===== config.mk =====
export PLATFORM = sky130hd
export DESIGN_NAME = if_stage_fetch_buffer
export DESIGN_NICKNAME = d
export VERILOG_FILES = /design/src/rtl/if_stage_fetch_buffer.sv
export SDC_FILE = /design/constraint.sdc
export NUM_CORES = 1
export LEC_CHECK = 0
export ABC_AREA = 1
export BUFFER_PORTS_ARGS = -buffer_cell sky130_fd_sc_hd__buf_2
export CAP_MARGIN = 40
export CORE_ASPECT_RATIO = 1.1
export CORE_MARGIN = 2
export CORE_UTILIZATION = 55
export CTS_BUF_LIST = sky130_fd_sc_hd__clkbuf_16
export DETAILED_ROUTE_END_ITERATION = 6
export HOLD_SLACK_MARGIN = 0.15
export PLACE_DENSITY = 0.86
export SLEW_MARGIN = 20
export SYNTH_ARGS = -nofsm -noshare
export SYNTH_HDL_FRONTEND = slang
export SYNTH_HIERARCHICAL = 1
export SYNTH_SLANG_ARGS = --single-unit

===== constraint.sdc =====
create_clock -name clk -period 9 [get_ports clk]
set_clock_uncertainty 0.1 [all_clocks]
set_input_delay 0.45 -clock clk [delete_from_list [all_inputs] [get_ports clk]]
set_output_delay 0.45 -clock clk [all_outputs]
set_load 0.005 [all_outputs]

===== src/rtl/if_stage_fetch_buffer.sv =====
// Instruction-fetch stage: req/addr_ok/data_ok fetch with a credit-limited number of
// in-flight requests, an in-order instruction FIFO toward ID, and redirect cancellation.

module if_stage_fetch_buffer_chk #(
  parameter int OCW = 2
) (
  input logic           clk,
  input logic           resetn,
  input logic           data_ok_i,
  input logic [OCW-1:0] out_cnt_i
);
  // A response may only return for a request that is still in flight.
  a_no_orphan_resp: assert property (@(posedge clk) disable iff (!resetn)
    data_ok_i |-> (out_cnt_i != {OCW{1'b0}}));
endmodule

module if_stage_fetch_buffer #(
  parameter logic [31:0] RESET_PC        = 32'h1c000000,
  parameter int          FIFO_DEPTH      = 2,
  parameter int          MAX_OUTSTANDING = 2
) (
  input  logic        clk,
  input  logic        resetn,
  output logic        inst_sram_req,
  output logic        inst_sram_wr,
  output logic [1:0]  inst_sram_size,
  output logic [3:0]  inst_sram_wstrb,
  output logic [31:0] inst_sram_addr,
  output logic [31:0] inst_sram_wdata,
  input  logic        inst_sram_addr_ok,
  input  logic        inst_sram_data_ok,
  input  logic [31:0] inst_sram_rdata,
  input  logic        br_taken,
  input  logic [31:0] br_target,
  input  logic        id_allowin,
  output logic        if_to_id_valid,
  output logic [31:0] if_to_id_pc,
  output logic [31:0] if_to_id_inst
);
  localparam int FPW = $clog2(FIFO_DEPTH);
  localparam int FCW = FPW + 1;
  localparam int QPW = (MAX_OUTSTANDING > 1) ? $clog2(MAX_OUTSTANDING) : 1;
  localparam int OCW = $clog2(MAX_OUTSTANDING + 1);

  logic [31:0]    fetch_pc_q, fetch_pc_d;
  logic [OCW-1:0] out_cnt_q, out_cnt_d;
  logic [OCW-1:0] cancel_cnt_q, cancel_cnt_d;
  logic [31:0]    pend_pc_q [MAX_OUTSTANDING];
  logic [QPW-1:0] pend_wp_q, pend_wp_d, pend_rp_q, pend_rp_d;
  logic [31:0]    fifo_pc_q   [FIFO_DEPTH];
  logic [31:0]    fifo_inst_q [FIFO_DEPTH];
  logic [FPW-1:0] fifo_wp_q, fifo_wp_d, fifo_rp_q, fifo_rp_d;
  logic [FCW-1:0] fifo_cnt_q, fifo_cnt_d;

  logic [31:0] credit_s;
  logic        req_s, accept_s, discard_s, fifo_push_s, fifo_pop_s;

  function automatic logic [QPW-1:0] pend_inc(input logic [QPW-1:0] p);
    pend_inc = (p == QPW'(MAX_OUTSTANDING - 1)) ? {QPW{1'b0}} : p + QPW'(1);
  endfunction

  // Credit check: every live in-flight request must already own a FIFO slot.
  always_comb begin
    credit_s    = 32'(fifo_cnt_q) + 32'(out_cnt_q) - 32'(cancel_cnt_q);
    req_s       = resetn && !br_taken && (out_cnt_q < OCW'(MAX_OUTSTANDING)) &&
                  (credit_s < 32'(FIFO_DEPTH));
    accept_s    = req_s && inst_sram_addr_ok;
    discard_s   = inst_sram_data_ok && (cancel_cnt_q != {OCW{1'b0}});
    fifo_push_s = inst_sram_data_ok && !discard_s && !br_taken;
    fifo_pop_s  = if_to_id_valid && id_allowin && !br_taken;
  end

  // Next-state for PC, counters and queue pointers; redirect overrides everything.
  always_comb begin
    fetch_pc_d   = fetch_pc_q;
    out_cnt_d    = out_cnt_q;
    cancel_cnt_d = cancel_cnt_q;
    pend_wp_d    = pend_wp_q;
    pend_rp_d    = pend_rp_q;
    fifo_wp_d    = fifo_wp_q;
    fifo_rp_d    = fifo_rp_q;
    fifo_cnt_d   = fifo_cnt_q;

    if (br_taken) fetch_pc_d = br_target;
    else if (accept_s) fetch_pc_d = fetch_pc_q + 32'd4;
    else fetch_pc_d = fetch_pc_q;

    case ({accept_s, inst_sram_data_ok})
      2'b10:   out_cnt_d = out_cnt_q + OCW'(1);
      2'b01:   out_cnt_d = out_cnt_q - OCW'(1);
      default: out_cnt_d = out_cnt_q;
    endcase

    // Everything still in flight after this cycle belongs to the old path.
    if (br_taken) cancel_cnt_d = out_cnt_q - OCW'(inst_sram_data_ok);
    else if (discard_s) cancel_cnt_d = cancel_cnt_q - OCW'(1);
    else cancel_cnt_d = cancel_cnt_q;

    pend_wp_d = accept_s ? pend_inc(pend_wp_q) : pend_wp_q;
    pend_rp_d = inst_sram_data_ok ? pend_inc(pend_rp_q) : pend_rp_q;

    if (br_taken) begin
      fifo_wp_d  = {FPW{1'b0}};
      fifo_rp_d  = {FPW{1'b0}};
      fifo_cnt_d = {FCW{1'b0}};
    end else begin
      fifo_wp_d  = fifo_wp_q + FPW'(fifo_push_s);
      fifo_rp_d  = fifo_rp_q + FPW'(fifo_pop_s);
      fifo_cnt_d = fifo_cnt_q + FCW'(fifo_push_s) - FCW'(fifo_pop_s);
    end
  end

  // State registers and storage arrays.
  always_ff @(posedge clk or negedge resetn) begin
    if (!resetn) begin
      fetch_pc_q   <= RESET_PC;
      out_cnt_q    <= {OCW{1'b0}};
      cancel_cnt_q <= {OCW{1'b0}};
      pend_wp_q    <= {QPW{1'b0}};
      pend_rp_q    <= {QPW{1'b0}};
      fifo_wp_q    <= {FPW{1'b0}};
      fifo_rp_q    <= {FPW{1'b0}};
      fifo_cnt_q   <= {FCW{1'b0}};
      for (int i = 0; i < MAX_OUTSTANDING; i++) pend_pc_q[i] <= 32'h0;
      for (int i = 0; i < FIFO_DEPTH; i++) begin
        fifo_pc_q[i]   <= 32'h0;
        fifo_inst_q[i] <= 32'h0;
      end
    end else begin
      fetch_pc_q   <= fetch_pc_d;
      out_cnt_q    <= out_cnt_d;
      cancel_cnt_q <= cancel_cnt_d;
      pend_wp_q    <= pend_wp_d;
      pend_rp_q    <= pend_rp_d;
      fifo_wp_q    <= fifo_wp_d;
      fifo_rp_q    <= fifo_rp_d;
      fifo_cnt_q   <= fifo_cnt_d;
      if (accept_s) pend_pc_q[pend_wp_q] <= fetch_pc_q;
      if (fifo_push_s) begin
        fifo_pc_q[fifo_wp_q]   <= pend_pc_q[pend_rp_q];
        fifo_inst_q[fifo_wp_q] <= inst_sram_rdata;
      end
    end
  end

  assign inst_sram_req   = req_s;
  assign inst_sram_wr    = 1'b0;
  assign inst_sram_size  = 2'b10;
  assign inst_sram_wstrb = 4'b0000;
  assign inst_sram_addr  = fetch_pc_q;
  assign inst_sram_wdata = 32'h0;

  assign if_to_id_valid = (fifo_cnt_q != {FCW{1'b0}});
  assign if_to_id_pc    = fifo_pc_q[fifo_rp_q];
  assign if_to_id_inst  = fifo_inst_q[fifo_rp_q];

  if_stage_fetch_buffer_chk #(.OCW(OCW)) u_chk (
    .clk       (clk),
    .resetn    (resetn),
    .data_ok_i (inst_sram_data_ok),
    .out_cnt_i (out_cnt_q)
  );
endmodule


==> results.yml <==
power:
  pwr-share-clk: 0.254
  seqPwrFrac: 0.438
  ir_drop_v: 0.000138
  switchingPower_w: 0.00135
  p_leak_nw: 7.16
  swShare: 0.357
  p_int_w: 0.00244
  power.combinational.fraction: 0.308
  power_density_nw_per_um2: 276
worst_setup_path:
  startpoint: "out_cnt_q[1]$_DFFE_PN0P_"
  r2r-start: "out_cnt_q[1]$_DFFE_PN0P_"
  cp.required_ns: 9.29
  critical_path_class: "reg2reg"
  crit_fanout: 33
  startpoint_type: "flip-flop"
  crit_arrival_ns: 4.11
  r2r_slack_ns: 5.17
  crit_path_end_kind: "flip-flop"
floorplanning:
  io_pins: 207
  design.die.area_um2: 22000
  fp.coreArea_um2: 20500
  start_util: 0.558
  die_y_um: 155
  row_count: 55
  die_width_um: 142
sta:
  worstMarginPinSlew_ns: 0.778
  report.final.slew_viol_count: 0
  rsz0062_at_grt: "no"
  clock.fmax_mhz: 261
  setup_slack_ns: 5.17
  setup_violations: 0
  layout_worst_path_cycle_share: 0.425
  setup_tns_ns: 0
  hold_viol: 0
  relSlewSlack: 0.480
  period_needed_ns: 3.83
global_routing:
  grt_overflow: 0
  grtUsageTotal: 0.265
  grt_antenna_before_repair: 0
  grt_pass1_wl_um: 48000
  grt_pass1_vias: 9995
  grt_max_degree: 96
hold_path:
  hold_start: "br_target[4]"
  hold_class: "in2reg"
final_layout:
  areaGrowthSynthToFinish_pct: 19.9
  fill_cells: 1595
  diodes: 0
  final_area_um2: 13700
  drive_gt1_frac: 0.135
  final_nets: 1791
routing:
  wl_um: 29200
  postRouteAntennaNets: 0
  dr.pass1.iters: 7
  avgRoutedWirePerCell_um: 14.7
  viasPerCell: 5.28
  drtIter0Drc: 779
  drc: 0
  vias: 10500
placement:
  dp_slack_ns: 5.25
  routabilityCongestion: 0.956
  dpl.hpwl_um: 18300
  io_buffers: 167
  postPlaceCellArea_um2: 12300
cts:
  htreeDepth: 1
  cts_tree: "done"
  clk_pin_slew_ns: 0.06
  cts_made_buffers: 24
  root_buffer: "clkbuf_16"
  cts.sinks: 234
  clockBufferDepth: 3
  clock_latency_ns: 0.51
  cts_resized: 0
synth:
  synth_area_um2: 11500
  synthesis.instances: 1519
  yosysSeqAreaShare: 0.512
  synth_warnings: 6
  synth-seq-cells: 234
  avgSynthCellArea_um2: 7.54
  synth_cell_types: 31
outcome:
  status: "completed"
flow_run:
  cap_violations: 0
## cell type report
type | instances | area [um2] | area share
Clock inverter | 18 | 135 | 0.00985
Sequential cell | 234 | 5860 | 0.427
Inverter | 114 | 428 | 0.0312
Multi-Input combinational cell | 1093 | 4690 | 0.342
Timing Repair Buffer | 242 | 1660 | 0.121
Tap cell | 256 | 320 | 0.0233
Clock buffer | 25 | 626 | 0.0456
## worst max-delay path: stages, from the launching register on
cell     delay (ns)
dfrtp_1        0.42
fa_1           0.55
fa_1           0.50
nor2_1         0.12
nand3_1        0.10
nor2_2         0.18
nand3_4        0.29
nor2_4         0.70
inv_2          0.47
nand2_1        0.18
nand2_1        0.09
## power groups by stage
stage,combinational [W],sequential (W),clock (W)
5_1_grt,0.00133,0.00171,0.00102
2_1_floorplan,0.000736,0.00159,0
3_3_place_gp,0.00105,0.00165,0
3_5_place_dp,0.00112,0.00167,0
4_1_cts,0.00116,0.00165,0.000977
6_report,0.00117,0.00166,0.000961
## kinds of logic after synthesis
kind of cell,count (synthesis),synth area share
AOI/OAI and AO/OA,212,0.0931
xor gates and xnor gates,14,0.0107
adders and majority gates,12,0.0144
buffers and inverters,229,0.0910
DFF,234,0.512
other,2,0.000656
and+or+nand+nor,816,0.278
## repair_timing
item | 4_1_cts | 5_1_grt
buffers inserted | 0 | 0
hold buffers | 60 | 0
endpoints found under the hold margin | 184 | 0
## state kept, by name, indices dropped and copies added (netlist names)
| register | count |
|---|---|
| fifo_inst_q | 64 |
| fifo_pc_q | 64 |
| pend_pc_q | 64 |
| inst_sram_addr | 32 |
| cancel_cnt_q | 2 |
| fifo_cnt_q | 2 |
| out_cnt_q | 2 |
| fifo_rp_q | 1 |
| fifo_wp_q | 1 |
| pend_rp_q | 1 |
| pend_wp_q | 1 |
## cell usage in the layout, fill, tap and decap left out, types with 6 or more instances in the layout
cell type	synthesis	layout
buf_2	17	166
buf_4	42	9
clkbuf_16	0	25
clkinv_1	3	8
clkinv_2	0	6
conb_1	2	39
dfrtp_1	231	230
dlygate4sd3_1	0	60
ha_1	10	9
inv_1	110	112
nand2_1	691	691
nand3_1	58	58
nor2_1	55	55
o21ai_0	203	203
xnor2_1	7	7
xor2_1	7	7
## cell usage after synthesis (all sizes together)
master | n | share of area
a21oi | 4 | 0.0017
buf | 60 | 0.035
clkbuf | 55 | 0.018
clkinv | 3 | 0.00098
conb | 2 | 0.00066
dfrtp | 231 | 0.50
dfstp | 3 | 0.0069
fa | 2 | 0.0035
ha | 10 | 0.011
inv | 111 | 0.036
nand2 | 693 | 0.23
nand3 | 60 | 0.028
nand4 | 2 | 0.0011
nor2 | 59 | 0.021
nor3 | 1 | 0.00044
o211ai | 1 | 0.00066
o21ai | 206 | 0.090
o21bai | 1 | 0.00066
or2 | 1 | 0.00055
xnor2 | 7 | 0.0054
xor2 | 7 | 0.0054
## worst paths after layout
check | endpoint | depth (start not counted)
min in group asynchronous | fifo_pc_q[8]$_DFFE_PN0P_ | 2
worst max-delay path | pend_pc_q[53]$_DFFE_PN0P_ | 10
max in group asynchronous | inst_sram_addr[27]$_DFFE_PN1P_ | 6
worst min register to register | pend_pc_q[47]$_DFFE_PN0P_ | 2
worst min-delay path | inst_sram_addr[4]$_DFFE_PN0P_ | 5
worst max register to register | pend_pc_q[53]$_DFFE_PN0P_ | 10
## through the flow
stage / hold slack [ns] / util / cells / total power [W]
after floorplan: 0.0544 / - / 1556 / 0.00233
after global placement: 0.351 / 0.596 / 1873 / 0.00270
after detailed placement: 0.353 / 0.602 / 1878 / 0.00279
after CTS: 0.151 / 0.668 / 1981 / 0.00379
after global routing: 0.187 / 0.669 / 1982 / 0.00406
final: 0.158 / 0.669 / 1982 / 0.00379
## metal layers
layer | GRT usage | vias to the layer above | wire length, um
met5 | 0 | - | 0
met2 | 0.442 | 497 | 14100
met3 | 0.0431 | 61 | 2430
met4 | 0.0790 | 0 | 681
met1 | 0.360 | 4903 | 12000
li1 | - | 5000 | -
Power figures use the tool's default switching activity.
